File: config.mk
export PLATFORM = sky130hd
export DESIGN_NAME = mult_div_unit
export DESIGN_NICKNAME = d
export VERILOG_FILES = /design/src/rtl/multdiv_pkg.sv /design/src/rtl/multdiv_div_step.sv /design/src/rtl/mult_div_unit.sv
export SDC_FILE = /design/constraint.sdc
export NUM_CORES = 1
export LEC_CHECK = 0
export ABC_AREA = 0
export BUFFER_PORTS_ARGS = -buffer_cell sky130_fd_sc_hd__buf_2
export CORE_MARGIN = 2
export CORE_UTILIZATION = 60
export CTS_CLUSTER_DIAMETER = 120
export DETAILED_ROUTE_END_ITERATION = 8
export GPL_TIMING_DRIVEN = 0
export HOLD_SLACK_MARGIN = 0.15
export MAX_ROUTING_LAYER = met4
export PLACE_DENSITY = 0.8
export SYNTH_ARGS = -nofsm -noshare
export SYNTH_HDL_FRONTEND = slang
export SYNTH_SLANG_ARGS = --single-unit
File: constraint.sdc
create_clock -name clk -period 5.5 [get_ports clk]
set_input_delay 1.1 -clock clk [delete_from_list [all_inputs] [get_ports clk]]
set_output_delay 1.1 -clock clk [all_outputs]
set_load 0.05 [all_outputs]
File: src/rtl/multdiv_pkg.sv
// Shared types and constants for the multicycle mult/div unit.
package multdiv_pkg;

  typedef enum logic [2:0] {
    IDLE,
    MULT,
    DIV,
    FIX,
    DONE
  } state_t;

  localparam logic OP_MULT = 1'b0;
  localparam logic OP_DIV  = 1'b1;

  localparam int MD_WIDTH = 32;
  localparam int CNT_W    = $clog2(MD_WIDTH + 1);

  function automatic int cnt_w(input int w);
    return $clog2(w + 1);
  endfunction

endpackage

File: src/rtl/multdiv_div_step.sv
// One restoring-division iteration: shift {R,Q} left, trial-subtract, restore.
module multdiv_div_step
  import multdiv_pkg::*;
#(
  parameter int WIDTH = 32
) (
  input  logic [WIDTH-1:0] i_rem,
  input  logic [WIDTH-1:0] i_quo,
  input  logic [WIDTH-1:0] i_dvsr,
  output logic [WIDTH-1:0] o_rem,
  output logic [WIDTH-1:0] o_quo
);

  logic [WIDTH:0]   w_sh;
  logic [WIDTH+1:0] w_diff;

  assign w_sh   = {i_rem, i_quo[WIDTH-1]};
  assign w_diff = {1'b0, w_sh} - {2'b00, i_dvsr};

  // Negative trial result means restore: keep the shifted remainder.
  always_comb begin
    if (w_diff[WIDTH+1]) begin
      o_rem = w_sh[WIDTH-1:0];
      o_quo = {i_quo[WIDTH-2:0], 1'b0};
    end else begin
      o_rem = w_diff[WIDTH-1:0];
      o_quo = {i_quo[WIDTH-2:0], 1'b1};
    end
  end

endmodule

File: src/rtl/mult_div_unit.sv
// Sequential signed Booth multiplier / restoring divider feeding Hi/Lo.
// Optional multu/divu support via `define MULTDIV_UNSIGNED_EN.
module mult_div_unit
  import multdiv_pkg::*;
#(
  parameter int WIDTH = 32
) (
  input  logic             clk,
  input  logic             reset,
  input  logic             Start,
  input  logic             Op,
`ifdef MULTDIV_UNSIGNED_EN
  input  logic             Unsigned,
`endif
  input  logic [WIDTH-1:0] A,
  input  logic [WIDTH-1:0] B,
  output logic [WIDTH-1:0] Hi,
  output logic [WIDTH-1:0] Lo,
  output logic             Busy,
  output logic             Done,
  output logic             DivZero
);

  localparam int CW = cnt_w(WIDTH);

  state_t           r_state;
  logic [CW-1:0]    r_cnt;
  logic [WIDTH:0]   r_acc;
  logic [WIDTH:0]   r_m;
  logic [WIDTH-1:0] r_q;
  logic             r_qm1;
  logic [WIDTH-1:0] r_rem;
  logic             r_sa;
  logic             r_sb;
  logic             r_uns;
  logic [WIDTH-1:0] r_hi;
  logic [WIDTH-1:0] r_lo;
  logic             r_busy;
  logic             r_done;
  logic             r_dz;

  logic             w_uns;
  logic             w_sx;
  logic [WIDTH-1:0] w_absa;
  logic [WIDTH-1:0] w_absb;
  logic [WIDTH:0]   w_sum;
  logic [WIDTH:0]   w_badd;
  logic [WIDTH-1:0] w_dr;
  logic [WIDTH-1:0] w_dq;

`ifdef MULTDIV_UNSIGNED_EN
  assign w_uns = Unsigned;
`else
  assign w_uns = 1'b0;
`endif

  assign w_sx   = ~w_uns;
  assign w_absa = (w_sx & A[WIDTH-1]) ? -A : A;
  assign w_absb = (w_sx & B[WIDTH-1]) ? -B : B;

  always_comb begin
    w_sum = r_acc;
    unique case ({r_q[0], r_qm1})
      2'b01:   w_sum = r_acc + r_m;
      2'b10:   w_sum = r_acc - r_m;
      default: w_sum = r_acc;
    endcase
  end

  // Extra unsigned step: Booth pair {0, b[W-1]} adds M at weight 2^W.
  assign w_badd = r_acc + (r_qm1 ? r_m : '0);

  multdiv_div_step #(.WIDTH(WIDTH)) u_step (
    .i_rem  (r_rem),
    .i_quo  (r_q),
    .i_dvsr (r_m[WIDTH-1:0]),
    .o_rem  (w_dr),
    .o_quo  (w_dq)
  );

  always_ff @(posedge clk) begin
    if (reset) begin
      r_state <= IDLE;
      r_cnt   <= '0;
      r_acc   <= '0;
      r_m     <= '0;
      r_q     <= '0;
      r_qm1   <= 1'b0;
      r_rem   <= '0;
      r_sa    <= 1'b0;
      r_sb    <= 1'b0;
      r_uns   <= 1'b0;
      r_hi    <= '0;
      r_lo    <= '0;
      r_busy  <= 1'b0;
      r_done  <= 1'b0;
      r_dz    <= 1'b0;
    end else begin
      r_done <= 1'b0;
      r_dz   <= 1'b0;
      unique case (r_state)
        IDLE: begin
          if (Start) begin
            r_busy <= 1'b1;
            r_cnt  <= CW'(WIDTH);
            r_uns  <= w_uns;
            if (Op == OP_MULT) begin
              r_acc   <= '0;
              r_q     <= B;
              r_qm1   <= 1'b0;
              r_m     <= {w_sx & A[WIDTH-1], A};
              r_state <= MULT;
            end else if (B == '0) begin
              r_done  <= 1'b1;
              r_dz    <= 1'b1;
              r_state <= DONE;
            end else begin
              r_rem   <= '0;
              r_q     <= w_absa;
              r_m     <= {1'b0, w_absb};
              r_sa    <= w_sx & A[WIDTH-1];
              r_sb    <= w_sx & B[WIDTH-1];
              r_state <= DIV;
            end
          end
        end
        MULT: begin
          if (r_cnt == '0) begin
            r_hi    <= w_badd[WIDTH-1:0];
            r_lo    <= r_q;
            r_done  <= 1'b1;
            r_state <= DONE;
          end else begin
            r_acc <= {w_sum[WIDTH], w_sum[WIDTH:1]};
            r_q   <= {w_sum[0], r_q[WIDTH-1:1]};
            r_qm1 <= r_q[0];
            r_cnt <= r_cnt - CW'(1);
            if (r_cnt == CW'(1) && !r_uns) begin
              r_hi    <= w_sum[WIDTH:1];
              r_lo    <= {w_sum[0], r_q[WIDTH-1:1]};
              r_done  <= 1'b1;
              r_state <= DONE;
            end
          end
        end
        DIV: begin
          r_rem <= w_dr;
          r_q   <= w_dq;
          r_cnt <= r_cnt - CW'(1);
          if (r_cnt == CW'(1)) r_state <= FIX;
        end
        FIX: begin
          r_lo    <= (r_sa ^ r_sb) ? -r_q : r_q;
          r_hi    <= r_sa ? -r_rem : r_rem;
          r_done  <= 1'b1;
          r_state <= DONE;
        end
        DONE: begin
          r_busy  <= 1'b0;
          r_state <= IDLE;
        end
        default: r_state <= IDLE;
      endcase
    end
  end

  assign Hi      = r_hi;
  assign Lo      = r_lo;
  assign Busy    = r_busy;
  assign Done    = r_done;
  assign DivZero = r_dz;

endmodule

==> Word-level counts from Yosys, hierarchy flattened <==
Index checks and enable logic that the tools add are counted.
{ "word_totals": {"regBits": 209, "output_inout_bits": 67, "elab_cells": 111} }
{ "classes": {"add_sub_neg": 9, "n_eq_ne": 16, "n_mux": 51, "n_bitwise": 3, "n_reduce_logical": 18} }
{ "ops": {"columns": ["cell", "n"], "rows": [
  ["$mux W32", 17],
  ["$pmux W32 S2", 3],
  ["$mux W33", 5],
  ["$pmux W33 S2", 2],
  ["$neg A32 Y32", 4],
  ["$pmux W32 S3", 1],
  ["$sub A33 B32 Y34", 1],
  ["$add A33 B33 Y33", 1],
  ["$sub A33 B33 Y33", 1],
  ["$add A32 B32 Y32", 1],
  ["$logic_not A32 Y1", 1],
  ["$mux W3", 6],
  ["$pmux W6 S3", 1],
  ["$reduce_and A4 Y1", 4],
  ["$ne A2 B2 Y1 const B", 7],
  ["$mux W6", 2],
  ["$pmux W3 S4", 1],
  ["$mux W1", 10],
  ["$reduce_and A3 Y1", 3],
  ["$reduce_bool A2 Y1", 4],
  ["$eq A3 B2 Y1 const B", 2],
  ["$eq A6 B1 Y1 const B", 1],
  ["$logic_not A6 Y1", 1],
  ["$ne A3 B3 Y1 const B", 2],
  ["13 further kinds", 16]
]} }

==> Logic depth before layout (Yosys ltp) <==
Gate-level depths: netlist of run 1.
{ "depth": {"word_depth": 6, "mapped_depth": 20} }

==> Cells and area by module <==
Synthesis of run 1 repeated with hierarchy kept, for this count alone.
{ "hier_totals": {"hier_cells": 2523, "hier_area_um2": 18808.0} }
{ "modules_own_cells": {"columns": ["module", "n_inst", "cells_each", "area_per_inst_um2", "seq_area_each_um2"], "rows": [
  ["mult_div_unit", 1, 2180, 16286.9, 4164.0],
  ["multdiv_div_step", 1, 343, 2521.2, 0.0]
]} }

==> Worst setup path after synthesis of run 1 <==
OpenSTA, ideal clock, no wires.
{ "synth_path": {"path_kind": "register -> register", "start": "register r_qm1", "end": "register r_hi[27] (netlist: Hi[27])", "setup_time_ps": 86, "t_arrival_ps": 3992, "setup_slack_ps": 1422, "path_stages_with_launch": 19, "path_buffers": 3, "synth_period_minus_slack_ps": 4078, "cell_sequence": "dfxtp_1 -> inv_1 -> clkbuf_1 -> ha_1 -> clkbuf_1 -> nor2_1 -> xnor2_1 -> ha_1 -> clkbuf_1 -> a21oi_1 -> o21ai_0 -> a221o_1 -> a31oi_1 -> a2111oi_0 -> o21ai_0 -> nand2_1 -> xnor2_1 -> o32a_1 -> a211oi_1"} }
{ "synth_via": {"elab_chain_len": 5} }
{ "synth_rtl": {"columns": ["element", "line", "rtl"], "rows": [
  ["start, declared", "mult_div_unit.sv:31", "logic r_qm1;"],
  ["start signal, assigned", "mult_div_unit.sv:136", "r_qm1 <= r_q[0];"],
  ["branches (longest 3 deep; another with $add A32 B32 Y32)", null, null],
  ["$mux W32 (*)", "mult_div_unit.sv:128", "if (r_cnt == '0) begin"],
  ["$pmux W32 S2 (*)", "mult_div_unit.sv:101", "unique case (r_state)"],
  ["end signal, assigned", "mult_div_unit.sv:129", "r_hi <= w_badd[WIDTH-1:0];"],
  ["end signal, assigned", "mult_div_unit.sv:139", "r_hi <= w_sum[WIDTH:1];"],
  ["end signal, assigned", "mult_div_unit.sv:154", "r_hi <= r_sa ? -r_rem : r_rem;"],
  ["end, declared", "mult_div_unit.sv:36", "logic [WIDTH-1:0] r_hi;"]
]} }
Every way passes the cells marked *. The select of a mux whose other input is x is not followed.
A chain may end at the register's enable or synchronous reset.

==> Worst setup path in the final report of run 1 <==
{ "layout_path": {"start": "register r_m[2]", "end": "register r_hi[26] (netlist: Hi[26])"} }
{ "layout_via": {"elab_chain_len": 5} }
{ "layout_rtl": {"columns": ["element", "line", "rtl"], "rows": [
  ["start, declared", "mult_div_unit.sv:29", "logic [WIDTH:0] r_m;"],
  ["start signal, assigned", "mult_div_unit.sv:111", "r_m <= {w_sx & A[WIDTH-1], A};"],
  ["start signal, assigned", "mult_div_unit.sv:120", "r_m <= {1'b0, w_absb};"],
  ["$sub A33 B33 Y33 / $add A33 B33 Y33 (equally long branches)", "mult_div_unit.sv:65, mult_div_unit.sv:64", null],
  ["$pmux W33 S2", "mult_div_unit.sv:63", "unique case ({r_q[0], r_qm1})"],
  ["$mux W32", "mult_div_unit.sv:138", "if (r_cnt == CW'(1) && !r_uns) begin"],
  ["$mux W32 (*)", "mult_div_unit.sv:128", null],
  ["$pmux W32 S2 (*)", "mult_div_unit.sv:101", null]
]} }
Every way passes the cells marked *; elsewhere a longest branch is shown, timed or not. The select of a mux whose other input is x is not followed.

==> results.yml, run 1 <==
run_status:
  status: "complete, no violations"
timing:
  final_max_slew_viol_count: 0
  clock_skew_ps: 13.1
  tightest_slew_ps: 1170
  max_freq_mhz: 189
  period_needed_ps: 5300
  rsz0062_at_grt: "false"
  fin_crit_sh_pct: 96.3
  setup_viol_count_final: 0
  tns_ps: 0
  hold_viol: 0
  slew_headroom_pct: 22.2
  finalHoldWorstSlack_ps: 452
global_routing:
  grt_pass1_vias: 18615
  grt_start_max_net_pins: 14
  antenna_found_initial: 1
  gr-total-overflow: 0
  grt_util_all_layers_pct: 46.5
  grt_pass1_wl_um: 109000
clock_tree:
  cts-buffers-inserted: 26
  numClockSinks: 208
  insertion_delay_ps: 550
  htreeDepth: 1
  cts-root-buf: "clkbuf_16"
  cts_tree: "done"
  post_cts_buffers: 0
  cts_max_path_buffers: 3
  cts.reportedPaths.clkPinSlew_ps: 60
route:
  via_per_inst: 6.97
  avgRoutedWirePerCell_um: 24.4
  drt_wl_total_um: 73500
  drtIter0Drc: 3239
  ant_nets: 0
  num_vias: 20988
  drc: 0
  dr.pass1.iters: 7
power:
  p_per_area_mw_per_mm2: 586
  power_frac_comb_pct: 65.0
  power_frac_seq_pct: 20.0
  total_power_mw: 11.7
  p_sw_mw: 6.45
  p_int_mw: 5.22
  p_leak_nw: 8.02
  clock_power_share_pct: 14.9
  sw_frac_of_total_pct: 55.3
  irDropWorstVdd_v: 0.000441
place:
  place_hpwl_um: 57600
  io_buffers: 130
  placed_cells: 2966
  place.gp.congestion: 1.11
  dpl_cell_area_mm2: 0.0190
finish:
  layout_common_cells: "nor2_1, a21oi_1, dfxtp_1"
  syn_to_final_growth_pct: 11.3
  nets: 2779
  fill_cells: 2596
  mostFrequentLayoutCell: "nor2_1"
  multiInputGateArea_mm2: 0.0128
  finalInstanceArea_mm2: 0.0199
  stdcell_count: 3013
  seq_area_mm2: 0.00416
  drive_gt1_share_pct: 8.28
floorplan:
  die_w_um: 177
  die_area_mm2: 0.0312
  die_h_um: 177
  rows: 63
  io_pins: 135
  core_area_mm2: 0.0295
  start_util_pct: 60.6
logic_synthesis:
  postSynthAreaPerCell_um2: 7.31
  synth_area_leader_cell: "dfxtp_1"
  synth_warnings: 0
  seq_area_frac_synth_pct: 23.3
  ys_seq_elements: 208
  synthArstFlopShare_pct: 0
  synth.area.top_cells: "dfxtp_1, ha_1, nor2_1, a21oi_1, xnor2_1"
  synth_nets: 2621
  synth_cell_types: 81
  synth_area_mm2: 0.0179
  synthCells: 2446
  synth_edf_count: 0
  synth_flop_cell: "dfxtp_1"
  synth_top_area_share_pct: 23.3
setup_path:
  cp_max_fo: 7
  r2r_start: "r_m[2]"
  ff2ff_setup_slack_ps: 200
  critPathRequiredTime_ps: 5960
  path_class: "flop to flop"
  startpoint_type: "flop"
  critPathArrivalTime_ps: 5760
  end_kind: "flop"
  r2r-end: "Hi[26]"
  ff2ff_path_depth: 18
run:
  max_cap_viol_count: 0
hold_path:
  whs_path_depth: 2
  whs_endpoint: "Hi[0]"
  min_path_type: "flop to flop"
  min_from: "Hi[0]"
-- cell families after synthesis --
| logic type | Yosys count | share of synthesized area, % |
|---|---|---|
| compound gates | 896 | 33.2 |
| fa+ha+maj | 107 | 7.61 |
| flops | 208 | 23.3 |
| simple gates | 773 | 19.9 |
| buf+inv | 244 | 5.18 |
| xor+xnor | 197 | 9.65 |
| mux | 21 | 1.21 |
-- registers in the layout (all words and copies together) (netlist names) --
name and cells:
Busy 1, DivZero 1, Done 1, Hi 32
Lo 32, r_acc 32, r_cnt 6, r_m 33
r_q 32, r_qm1 1, r_rem 32, r_sa 1
r_sb 1, r_state 3
-- synth_stat cells, types with 21 or more instances --
| library cell | instances |
|---|---|
| a211oi_1 | 119 |
| a21o_1 | 50 |
| a21oi_1 | 210 |
| a221oi_1 | 30 |
| a22oi_1 | 57 |
| a31oi_1 | 26 |
| clkbuf_1 | 144 |
| dfxtp_1 | 208 |
| ha_1 | 104 |
| inv_1 | 78 |
| nand2_1 | 190 |
| nand2b_1 | 34 |
| nand3_1 | 32 |
| nor2_1 | 320 |
| nor3_1 | 47 |
| nor4_1 | 23 |
| o211ai_1 | 28 |
| o21ai_0 | 175 |
| o21bai_1 | 21 |
| o31ai_1 | 42 |
| xnor2_1 | 103 |
| xor2_1 | 94 |
-- timing repair --
action,CTS,global route
endpoints found under the setup margin,6,16
resized for setup,1,12
hold buffers,0,0
-- power groups by stage --
stage	clock [mW]	combinational, mW	sequential (mW)
2_1_floorplan	0	4.52	2.77
5_1_grt	1.79	7.99	2.35
6_report	1.74	7.59	2.34
4_1_cts	1.73	7.25	2.30
3_5_place_dp	0	7.20	2.33
3_3_place_gp	0	7.08	2.31
-- per-stage QoR --
step / util, % / setup WS (ps)
after global routing: 67.5 / 16.4
after CTS: 67.4 / 23.3
after global placement: 64.5 / 26.1
after floorplan: - / 1420
after detailed placement: 64.5 / -70.8
final: 67.5 / 203
-- critical path, cell delays in order, from the launching register on --
cell and delay [ps]:
dfxtp_1 360, or3_1 420, nor3_1 330, nand2_1 150, nor3_2 280, nand3_1 200
nor2_1 150, nor2_1 70, xnor2_1 420, ha_1 190, clkbuf_1 260, nand4_1 250
a2111oi_0 620, nor2_2 210, o41ai_1 310, nor2_1 120, o31ai_1 430, a221oi_1 210
nor3_1 230
-- routing by layer --
layer	vias up	wire length [um]	track usage (%)
met5	-	0	-
met4	0	4060	21.5
met3	302	10800	11.1
met2	1633	30100	66.8
met1	9703	28600	61.5
li1	9350	-	-
-- worst max-delay path by stage --
| stage | from | slack [ps] | cells past startpoint | to |
|---|---|---|---|---|
| 2_1_floorplan | r_qm1 | 1420 | 18 | Hi[27] |
| 3_3_place_gp | r_m[2] | 30 | 17 | Hi[27] |
| 3_5_place_dp | r_qm1 | -70 | 18 | Hi[27] |
| 4_1_cts | r_m[1] | 20 | 19 | Hi[30] |
| 5_1_grt | r_qm1 | 20 | 17 | Hi[30] |
| 6_report | r_m[2] | 200 | 18 | Hi[26] |
-- layout make-up --
class                   instances  area share, %
multi-input cells            1994           64.4
flip-flops and latches        208           20.9
clock buffers                  41           3.85
repair buffers                130           3.27
plain buffers                 166           3.20
well taps                     390           2.45
inverters                      78           1.47
clock inverters                 5          0.434
diodes                          1         0.0126
(Power assumes the default switching activity.)
==> run 2: changes to the inputs <==
--- a/config.mk
+++ b/config.mk
@@ -9,6 +9,7 @@
 export BUFFER_PORTS_ARGS = -buffer_cell sky130_fd_sc_hd__buf_2
 export CORE_MARGIN = 2
 export CORE_UTILIZATION = 60
+export CTS_BUF_LIST = sky130_fd_sc_hd__clkbuf_8
 export CTS_CLUSTER_DIAMETER = 120
 export DETAILED_ROUTE_END_ITERATION = 8
 export GPL_TIMING_DRIVEN = 0
==> run 2 against run 1 <==
Net effect: combinational power about the same; flip-flop and latch count unchanged; worst hold slack improved by 2.1 ps; first-iteration DRC count increased by 6.7%; via count increased by 0.12%; count of clock-buffer cells in the layout increased by 2; critical path depth unchanged; core utilization decreased by 0.30 points; largest power group unchanged; highest routed layer unchanged.
==> results.yml, run 2 (synthesized netlist as in run 1, its figures left out) <==
run_status:
  status: "complete, no violations"
finish:
  syn_to_final_growth_pct: 10.8
  finalInstanceArea_mm2: 0.0198
  fill_cells: 2623
  multiInputGateArea_mm2: 0.0128
  seq_area_mm2: 0.00416
  layout_common_cells: "nor2_1, a21oi_1, dfxtp_1"
  top_register: "r_m"
  nets: 2791
  stdcell_count: 3036
  mostFrequentLayoutCell: "nor2_1"
  drive_gt1_share_pct: 8.89
  largest_register_ffs: 33
timing:
  setup_viol_count_final: 0
  max_freq_mhz: 186
  hold_viol: 0
  tns_ps: 0
  tightest_slew_ps: 1250
  clock_skew_ps: 34.0
  setup_ws_ps: 132
  final_max_slew_viol_count: 0
  slew_headroom_pct: 16.9
  fin_crit_sh_pct: 97.6
  period_needed_ps: 5370
clock_tree:
  cts.reportedPaths.clkPinSlew_ps: 70
  cts_tree: "done"
  insertion_delay_ps: 590
  numClockSinks: 208
  ctsHoldBuffers: 0
  cts_max_path_buffers: 3
  cts-root-buf: "clkbuf_8"
  htreeDepth: 2
  cts-buffers-inserted: 38
floorplan:
  die_h_um: 177
  io_pins: 135
  die_area_mm2: 0.0312
  start_util_pct: 60.6
  die_w_um: 177
  core_area_mm2: 0.0295
  rows: 63
setup_path:
  ff2ff_setup_slack_ps: 130
  end_kind: "flop"
  critPathRequiredTime_ps: 5930
  startpoint_type: "flop"
  critPathArrivalTime_ps: 5800
  cp_max_fo: 7
  path_class: "flop to flop"
power:
  power_frac_comb_pct: 66.0
  p_sw_mw: 6.49
  clock_power_share_pct: 13.6
  p_int_mw: 4.99
  p_leak_nw: 8.04
  irDropWorstVdd_v: 0.000325
  power_frac_seq_pct: 20.4
  p_per_area_mw_per_mm2: 579
  total_power_mw: 11.5
  sw_frac_of_total_pct: 56.5
place:
  place.gp.congestion: 1.11
  place_hpwl_um: 57600
  placed_cells: 2966
  dpl_cell_area_mm2: 0.0190
  io_buffers: 130
  dp_slack_ps: -70.8
global_routing:
  grt_pass1_vias: 18579
  antenna_found_initial: 1
  gr-total-overflow: 0
  grt_start_max_net_pins: 12
  grt_util_all_layers_pct: 46.5
  grt_pass1_wl_um: 109000
hold_path:
  min_path_type: "flop to flop"
run:
  max_cap_viol_count: 0
route:
  drt_wl_total_um: 73400
  dr.pass1.iters: 6
  drtIter0Drc: 3455
  num_vias: 21014
  ant_nets: 0
  via_per_inst: 6.92
  drc: 0
  avgRoutedWirePerCell_um: 24.2
[run 2: cell types whose count changed in the layout (fill, tap and decap cells not counted), sizes merged]
cell    previous run  this run
inv               78        91
diode              1         2
clkbuf           185       187
clkinv             3        10
[run 2: timing repair]
action                     in CTS  in global routing
gates cloned                    0                  0
gates resized for setup         1                  9
setup endpoints to repair       5                 16
setup buffers                   0                  0
[run 2: layer usage]
layer  vias up  part of all wire, %  track usage [%]
li1       9381                    -                -
met1      9727                   39             61.3
met2      1581                   41             66.7
met3       325                   14             11.4
met4         0                  5.5             22.0
met5         -                    0                -
[run 2: cell type report]
class	instances	area share, %
multi-input cells	1994	64.6
flip-flops and latches	208	21.0
repair buffers	130	3.28
plain buffers	166	3.21
clock buffers	43	2.99
well taps	390	2.46
inverters	78	1.48
clock inverters	25	0.909
diodes	2	0.0253
[run 2: power groups by stage]
stage               Combinational (mW)  Sequential [mW]  Clock, mW
floorplan                         4.52             2.77          0
global placement                  7.08             2.31          0
detailed placement                7.20             2.33          0
CTS                               7.24             2.30       1.54
global route                      7.98             2.35       1.61
finish                            7.58             2.34       1.56
[run 2: worst max-delay path, stage by stage (launching register included)]
cell and delay, ps:
dfxtp_1 370, or3_1 430, nor3_1 330, nand2_1 150, nor3_2 290, nand3_1 200
nor2_1 160, nor2_1 70, xnor2_1 440, ha_1 190, clkbuf_1 260, nand4_1 240
a2111oi_0 620, nor2_2 210, o21bai_1 230, xnor2_1 220, o211ai_1 190, a31oi_1 500
a211oi_1 150
[run 2: path summary, 6_finish.rpt]
kind	from	end	cells past startpoint
setup / recovery	r_m[2]	Hi[22]	18
hold / removal	Hi[0]	Hi[0]	2
setup reg to reg	r_m[2]	Hi[22]	18
hold reg to reg	Hi[0]	Hi[0]	2
[run 2: through the flow]
step | hold WS [ps] | util (%)
finish | 454 | 67.2
global route | 471 | 67.2
CTS | 452 | 67.1
detailed placement | 446 | 64.5
global placement | 436 | 64.5
floorplan | 448 | -
